--- src/rtl/mem_arbiter_if.sv ---
`default_nettype none
// ============================================================================
// Module      : mem_arbiter_if
// Description : Bundle of requester-side and memory-side signals of the
//               two-port shared-memory arbiter.
//               slave  - the arbiter's view.
//               master - the requesters plus the memory.
// Revision    : 1.0 - initial release
// ============================================================================
interface mem_arbiter_if #(
    parameter int DATA_W = 16,
    parameter int ADDR_W = 16
);
    logic              req0;
    logic              req1;
    logic              we0;
    logic              we1;
    logic [ADDR_W-1:0] addr0;
    logic [ADDR_W-1:0] addr1;
    logic [DATA_W-1:0] wdata0;
    logic [DATA_W-1:0] wdata1;
    logic              ack0;
    logic              ack1;
    logic [DATA_W-1:0] rdata;
    logic              busy;
    logic              mem_en;
    logic              mem_we;
    logic [ADDR_W-1:0] mem_addr;
    logic [DATA_W-1:0] mem_wdata;
    logic [DATA_W-1:0] mem_rdata;

    modport slave (
        input  req0, req1, we0, we1, addr0, addr1, wdata0, wdata1, mem_rdata,
        output ack0, ack1, rdata, busy, mem_en, mem_we, mem_addr, mem_wdata
    );

    modport master (
        output req0, req1, we0, we1, addr0, addr1, wdata0, wdata1, mem_rdata,
        input  ack0, ack1, rdata, busy, mem_en, mem_we, mem_addr, mem_wdata
    );
endinterface
`default_nettype wire

--- src/rtl/mem_arbiter.sv ---
`default_nettype none
// ============================================================================
// Module      : mem_arbiter
// Description : Round-robin two-port arbiter and IDLE->ISSUE->DONE sequencer
//               for a synchronous memory with 1-cycle read latency.
//               Port 0 is the core, port 1 an auxiliary requester.
// Revision    : 1.0 - initial release
// ============================================================================
module mem_arbiter #(
    parameter int DATA_W = 16,
    parameter int ADDR_W = 16
) (
    input  wire          CLK,
    input  wire          reset,
    mem_arbiter_if.slave bus
);

    typedef enum logic [1:0] {
        S_IDLE  = 2'd0,
        S_ISSUE = 2'd1,
        S_DONE  = 2'd2
    } state_t;

    state_t            state_q,      state_d;
    logic              grant_q,      grant_d;
    logic              last_grant_q, last_grant_d;
    logic              we_q,         we_d;
    logic [ADDR_W-1:0] addr_q,       addr_d;
    logic [DATA_W-1:0] wdata_q,      wdata_d;
    logic [DATA_W-1:0] rdata_q,      rdata_d;
    logic              ack0_q,       ack0_d;
    logic              ack1_q,       ack1_d;
    logic              busy_q,       busy_d;
    logic              mem_en_q,     mem_en_d;
    logic              mem_we_q,     mem_we_d;
    logic              pick1;

    // Next-state logic: arbitration and request latching happen only in IDLE;
    // strobes are computed one state ahead so they come straight from flops.
    always_comb begin
        state_d      = state_q;
        grant_d      = grant_q;
        last_grant_d = last_grant_q;
        we_d         = we_q;
        addr_d       = addr_q;
        wdata_d      = wdata_q;
        rdata_d      = rdata_q;
        ack0_d       = 1'b0;
        ack1_d       = 1'b0;
        busy_d       = 1'b0;
        mem_en_d     = 1'b0;
        mem_we_d     = 1'b0;
        // Port 1 wins when alone, or on a tie when port 0 was served last.
        pick1        = bus.req1 && (!bus.req0 || (last_grant_q == 1'b0));

        case (state_q)
            S_IDLE: begin
                if (bus.req0 || bus.req1) begin
                    grant_d  = pick1;
                    we_d     = pick1 ? bus.we1    : bus.we0;
                    addr_d   = pick1 ? bus.addr1  : bus.addr0;
                    wdata_d  = pick1 ? bus.wdata1 : bus.wdata0;
                    state_d  = S_ISSUE;
                    busy_d   = 1'b1;
                    mem_en_d = 1'b1;
                    mem_we_d = pick1 ? bus.we1 : bus.we0;
                end
            end
            S_ISSUE: begin
                state_d = S_DONE;
                busy_d  = 1'b1;
                ack0_d  = (grant_q == 1'b0);
                ack1_d  = (grant_q == 1'b1);
            end
            S_DONE: begin
                state_d      = S_IDLE;
                last_grant_d = grant_q;
                if (!we_q) begin
                    rdata_d = bus.mem_rdata;
                end
            end
            default: begin
                state_d = S_IDLE;
            end
        endcase
    end

    // State and output registers; reset aborts any access in flight at once.
    always_ff @(posedge CLK or posedge reset) begin
        if (reset) begin
            state_q      <= S_IDLE;
            grant_q      <= 1'b0;
            last_grant_q <= 1'b1;
            we_q         <= 1'b0;
            addr_q       <= '0;
            wdata_q      <= '0;
            rdata_q      <= '0;
            ack0_q       <= 1'b0;
            ack1_q       <= 1'b0;
            busy_q       <= 1'b0;
            mem_en_q     <= 1'b0;
            mem_we_q     <= 1'b0;
        end else begin
            state_q      <= state_d;
            grant_q      <= grant_d;
            last_grant_q <= last_grant_d;
            we_q         <= we_d;
            addr_q       <= addr_d;
            wdata_q      <= wdata_d;
            rdata_q      <= rdata_d;
            ack0_q       <= ack0_d;
            ack1_q       <= ack1_d;
            busy_q       <= busy_d;
            mem_en_q     <= mem_en_d;
            mem_we_q     <= mem_we_d;
        end
    end

    assign bus.ack0      = ack0_q;
    assign bus.ack1      = ack1_q;
    assign bus.busy      = busy_q;
    assign bus.mem_en    = mem_en_q;
    assign bus.mem_we    = mem_we_q;
    assign bus.mem_addr  = addr_q;
    assign bus.mem_wdata = wdata_q;
    // Read data arrives during DONE, the same cycle as ack, so it is passed
    // through then and held from the capture register afterwards.
    assign bus.rdata     = ((state_q == S_DONE) && !we_q) ? bus.mem_rdata : rdata_q;

endmodule
`default_nettype wire
--- src/flat_wrapper.sv ---
// flat-port wrapper written by rule: the top's interface ports become plain ports
module mem_arbiter_flat 
#(
    parameter int DATA_W = 16,
    parameter int ADDR_W = 16
)
  (CLK, reset, bus_req0, bus_req1, bus_we0, bus_we1, bus_addr0, bus_addr1, bus_wdata0, bus_wdata1, bus_mem_rdata, bus_ack0, bus_ack1, bus_rdata, bus_busy, bus_mem_en, bus_mem_we, bus_mem_addr, bus_mem_wdata);
  mem_arbiter_if #(.DATA_W(DATA_W), .ADDR_W(ADDR_W)) bus_i ();
  input  wire CLK;
  input  wire reset;
  input wire logic [$bits(bus_i.req0)-1:0] bus_req0;
  input wire logic [$bits(bus_i.req1)-1:0] bus_req1;
  input wire logic [$bits(bus_i.we0)-1:0] bus_we0;
  input wire logic [$bits(bus_i.we1)-1:0] bus_we1;
  input wire logic [$bits(bus_i.addr0)-1:0] bus_addr0;
  input wire logic [$bits(bus_i.addr1)-1:0] bus_addr1;
  input wire logic [$bits(bus_i.wdata0)-1:0] bus_wdata0;
  input wire logic [$bits(bus_i.wdata1)-1:0] bus_wdata1;
  input wire logic [$bits(bus_i.mem_rdata)-1:0] bus_mem_rdata;
  output wire logic [$bits(bus_i.ack0)-1:0] bus_ack0;
  output wire logic [$bits(bus_i.ack1)-1:0] bus_ack1;
  output wire logic [$bits(bus_i.rdata)-1:0] bus_rdata;
  output wire logic [$bits(bus_i.busy)-1:0] bus_busy;
  output wire logic [$bits(bus_i.mem_en)-1:0] bus_mem_en;
  output wire logic [$bits(bus_i.mem_we)-1:0] bus_mem_we;
  output wire logic [$bits(bus_i.mem_addr)-1:0] bus_mem_addr;
  output wire logic [$bits(bus_i.mem_wdata)-1:0] bus_mem_wdata;
  assign bus_i.req0 = bus_req0;
  assign bus_i.req1 = bus_req1;
  assign bus_i.we0 = bus_we0;
  assign bus_i.we1 = bus_we1;
  assign bus_i.addr0 = bus_addr0;
  assign bus_i.addr1 = bus_addr1;
  assign bus_i.wdata0 = bus_wdata0;
  assign bus_i.wdata1 = bus_wdata1;
  assign bus_i.mem_rdata = bus_mem_rdata;
  assign bus_ack0 = bus_i.ack0;
  assign bus_ack1 = bus_i.ack1;
  assign bus_rdata = bus_i.rdata;
  assign bus_busy = bus_i.busy;
  assign bus_mem_en = bus_i.mem_en;
  assign bus_mem_we = bus_i.mem_we;
  assign bus_mem_addr = bus_i.mem_addr;
  assign bus_mem_wdata = bus_i.mem_wdata;
  mem_arbiter #(.DATA_W(DATA_W), .ADDR_W(ADDR_W)) u_core (.CLK(CLK), .reset(reset), .bus(bus_i));
endmodule
--- config.mk ---
export PLATFORM = sky130hd
export DESIGN_NAME = mem_arbiter_flat
export DESIGN_NICKNAME = d
export VERILOG_FILES = /design/src/rtl/mem_arbiter_if.sv /design/src/rtl/mem_arbiter.sv /design/src/flat_wrapper.sv
export SDC_FILE = /design/constraint.sdc
export NUM_CORES = 1
export LEC_CHECK = 0
export CAP_MARGIN = 10
export CELL_PAD_IN_SITES_DETAIL_PLACEMENT = 1
export CELL_PAD_IN_SITES_GLOBAL_PLACEMENT = 1
export CORE_ASPECT_RATIO = 0.6
export CORE_MARGIN = 2
export CORE_UTILIZATION = 30
export CTS_CLUSTER_SIZE = 24
export DETAILED_ROUTE_END_ITERATION = 10
export GPL_ROUTABILITY_DRIVEN = 0
export PLACE_DENSITY_LB_ADDON = 0.15
export SYNTH_ARGS = -nofsm -noshare
export SYNTH_HDL_FRONTEND = slang
export SYNTH_SLANG_ARGS = --single-unit
export TNS_END_PERCENT = 30
--- constraint.sdc ---
create_clock -name CLK -period 2.52 [get_ports CLK]
set_input_delay 0.504 -clock CLK [delete_from_list [all_inputs] [get_ports CLK]]
set_output_delay 0.504 -clock CLK [all_outputs]
set_load 0.01 [all_outputs]
==> out/results.ini <==
[global_route]
grt_pass1_vias = 2165
grt_pass1_wl_um = 11400
track_usage_pct = 14.8
grt_max_degree = 59
antenna_found_initial = 0
grt_overflow = 0

[cts]
clock_latency_ns = 0.32
path_clk_slew_ns = 0.05
clock_sinks = 58
cts_tree = done
cts-root-buf = clkbuf_16
post_cts_buffers = 0
htree_levels = 3
numCtsBuffers = 9
post_cts_resized = 17
clock_path_buffers = 2
ctsHoldBuffers = 0

[floorplanning]
start_util_pct = 30.7
die_x_um = 129
rows = 27
design.portCount = 139
core_area_mm2 = 0.00912
die_area_mm2 = 0.0101
die_h_um = 78.8

[setup_path]
startpoint_type = register
critPathKind = register to primary output
reg2reg_from = u_core.last_grant_q
rr_endpoint = u_core.bus.mem_wdata[14]
worstPathMaxFanout = 16
slowest_delay_ns = 0.43
worstPathArrival_ns = 1.89
required_ns = 2.02
worstPathCellList = nand2b_4, nor2_2, buf_12, mux2_2, dlygate4sd2_1
critPathCaptureType = primary output
rr_worst_depth = 4
ff2ff_setup_slack_ns = 0.73
cp_slowest_cell = dfrtp_1

[timing]
max_freq_mhz = 418
maxSlewViolCount = 0
fin_crit_sh_pct = 95.0
finalCriticalPeriod_ns = 2.39
relSlewSlack_pct = 78.1
worst_pin_slew_ns = 0.328
hold_viol = 0
tns_ns = 0
setup_viol = 0
clock_skew_ns = 0.00463
rsz0062_at_grt = no

[logic_synthesis]
synth_top_family_by_area = multiplexers
synth_nets = 252
synthXorXnorAreaFrac_pct = 0
ys_warn_count = 0
synth_fa_ha_area_share_pct = 0
ys_seq_area_share_pct = 51.9
synth_cells = 166
synth_compound_area_share_pct = 0.537
muxShareOfSynthArea_pct = 40.8
synthSimpleGateAreaFrac_pct = 2.68
synth_seq_cells = 58
syn_avg_cell_area_um2 = 16.8
syn_area_mm2 = 0.00280
ys_types = 19

[power]
vdd_drop_max_v = 0.000443
seq_power_share_pct = 31.3
power.share.clock_pct = 21.0
swShare_pct = 29.6
fin_total_pwr_mw = 5.25
pwr_density_cell_mw_per_mm2 = 1150
switchingPower_mw = 1.56
comb_power_share_pct = 47.7
p_leak_nw = 2.05
p_int_mw = 3.70

[routing]
viasPerCell = 4.33
drt_iter0_markers = 36
drtAntennaViolNets = 0
vias = 1877
wl_per_cell_um = 16.7
route.detailed.drc = 0
firstDrtPassIters = 4
wl_um = 7250

[final_layout]
fin_util_pct = 50.2
num-nets-final = 399
stdcell_count = 433
antenna_cells = 0
area_delta_synth_final_pct = 63.6
finalInstanceArea_mm2 = 0.00458
drive_above_1_share_pct = 33.4
fill_cells = 932

[flow_run]
cap_violations = 0

[worst_hold_path]
hold_end = u_core.bus.ack1
min_path_type = register to register
whs_path_depth = 1
min_from = u_core.grant_q

[placed_design]
place_inst = 418
hpwl_um = 5440
portBuffers = 138
placed_cell_area_mm2 = 0.00432

[outcome]
status = finished clean

## cells in the mapped netlist
cell type / instances / area [um2]
nor2_2: 1 / 6.26
nor3_4: 1 / 16.3
dfstp_2: 1 / 26.3
mux2i_1: 3 / 30.0
nor2_1: 2 / 7.51
buf_12: 3 / 60.1
mux2_4: 56 / 841
dfrtp_1: 57 / 1430
and2_1: 2 / 12.5
buf_6: 1 / 11.3
inv_1: 3 / 11.3
nor2b_1: 2 / 12.5
nand2_1: 1 / 3.75
a21bo_1: 1 / 10.0
buf_4: 4 / 30.0
mux2_2: 24 / 270
nand2b_1: 1 / 6.26
nor3_1: 2 / 10.0
o21ai_0: 1 / 5.00
## worst max-delay path by stage
stage                                  from         endpoint  slack (ns)  depth (start not counted)
after floorplan                       reset  u_core.bus.ack0        0.59                          1
after global placement    u_core.state_q[0]    bus_rdata[11]        0.21                          5
after detailed placement  u_core.state_q[0]     bus_rdata[9]        0.19                          5
after CTS                 u_core.state_q[0]     bus_rdata[5]        0.09                          5
after global routing      u_core.state_q[0]     bus_rdata[5]        0.02                          5
final                     u_core.state_q[0]     bus_rdata[5]        0.13                          5
## final cells by class
class                   count  area, um2  area share (%)
inverters                   3       11.3           0.246
clock inverters             3       15.0           0.328
flip-flops and latches     58       1450            31.7
well taps                 116        145            3.17
multi-input cells          97       1240            27.1
repair buffers            144       1460            31.8
clock buffers              12        256            5.61
## power by group through the flow
stage                     logic, mW  registers, mW  clock network [mW]
after global routing           2.67           1.72                1.18
after global placement         2.63           1.63                   0
after CTS                      2.55           1.66                1.14
final                          2.51           1.65                1.10
after detailed placement       2.65           1.65                   0
after floorplan                1.25           1.76                   0
## cells in the final DEF, fill, tap and decap left out, types with 2 or more instances in the layout
master           instances
nor3_1                   2
mux2i_1                  3
buf_12                   4
dlygate4sd2_1           16
mux2_2                  24
buf_4                    2
clkbuf_8                 2
mux2_4                  56
and2_1                   2
clkinv_2                 3
dfrtp_1                 57
nor2b_1                  2
clkdlybuf4s50_1        122
nor2_1                   2
clkbuf_16                9
inv_1                    2
## kinds of logic (layout without fill, tap and decap cells)
kind of cell / after synthesis / in the layout
muxes: 83 / 83
DFF: 58 / 58
and+or+nand+nor: 12 / 12
buffers and inverters: 11 / 162
AOI/OAI and AO/OA: 2 / 2
## per-stage QoR
| step | hold slack [ns] | setup WS [ns] |
|---|---|---|
| 2_1_floorplan | 0.454 | 0.590 |
| 3_3_place_gp | 0.462 | 0.206 |
| 3_5_place_dp | 0.474 | 0.190 |
| 4_1_cts | 0.482 | 0.0949 |
| 5_1_grt | 0.512 | 0.0215 |
| 6_report | 0.481 | 0.125 |
## flip-flops by register name, summed over array words and instances, names as in the netlist
register and flops:
u_core.bus.mem_addr 16, u_core.bus.mem_wdata 16, u_core.rdata_q 16, u_core.state_q 2
u_core.bus.ack0 1, u_core.bus.ack1 1, u_core.bus.busy 1, u_core.bus.mem_en 1
u_core.bus.mem_we 1, u_core.grant_q 1, u_core.last_grant_q 1, u_core.we_q 1
## layer usage
metal	track usage (%)	share of wire (%)	routed length, um
met1	19.8	47	3400
met2	23.2	46	3350
met3	4.72	6.3	459
met4	3.91	0.47	34
met5	0	0	0
## worst max-delay path, delay by kind of cell (launching register included)
kind / cells / cell delay, ns
buffers and inverters: 2 / 0.46
flip-flops: 1 / 0.43
AND/OR/NAND/NOR: 2 / 0.32
multiplexers: 1 / 0.36
Power figures use the tool's default switching activity.
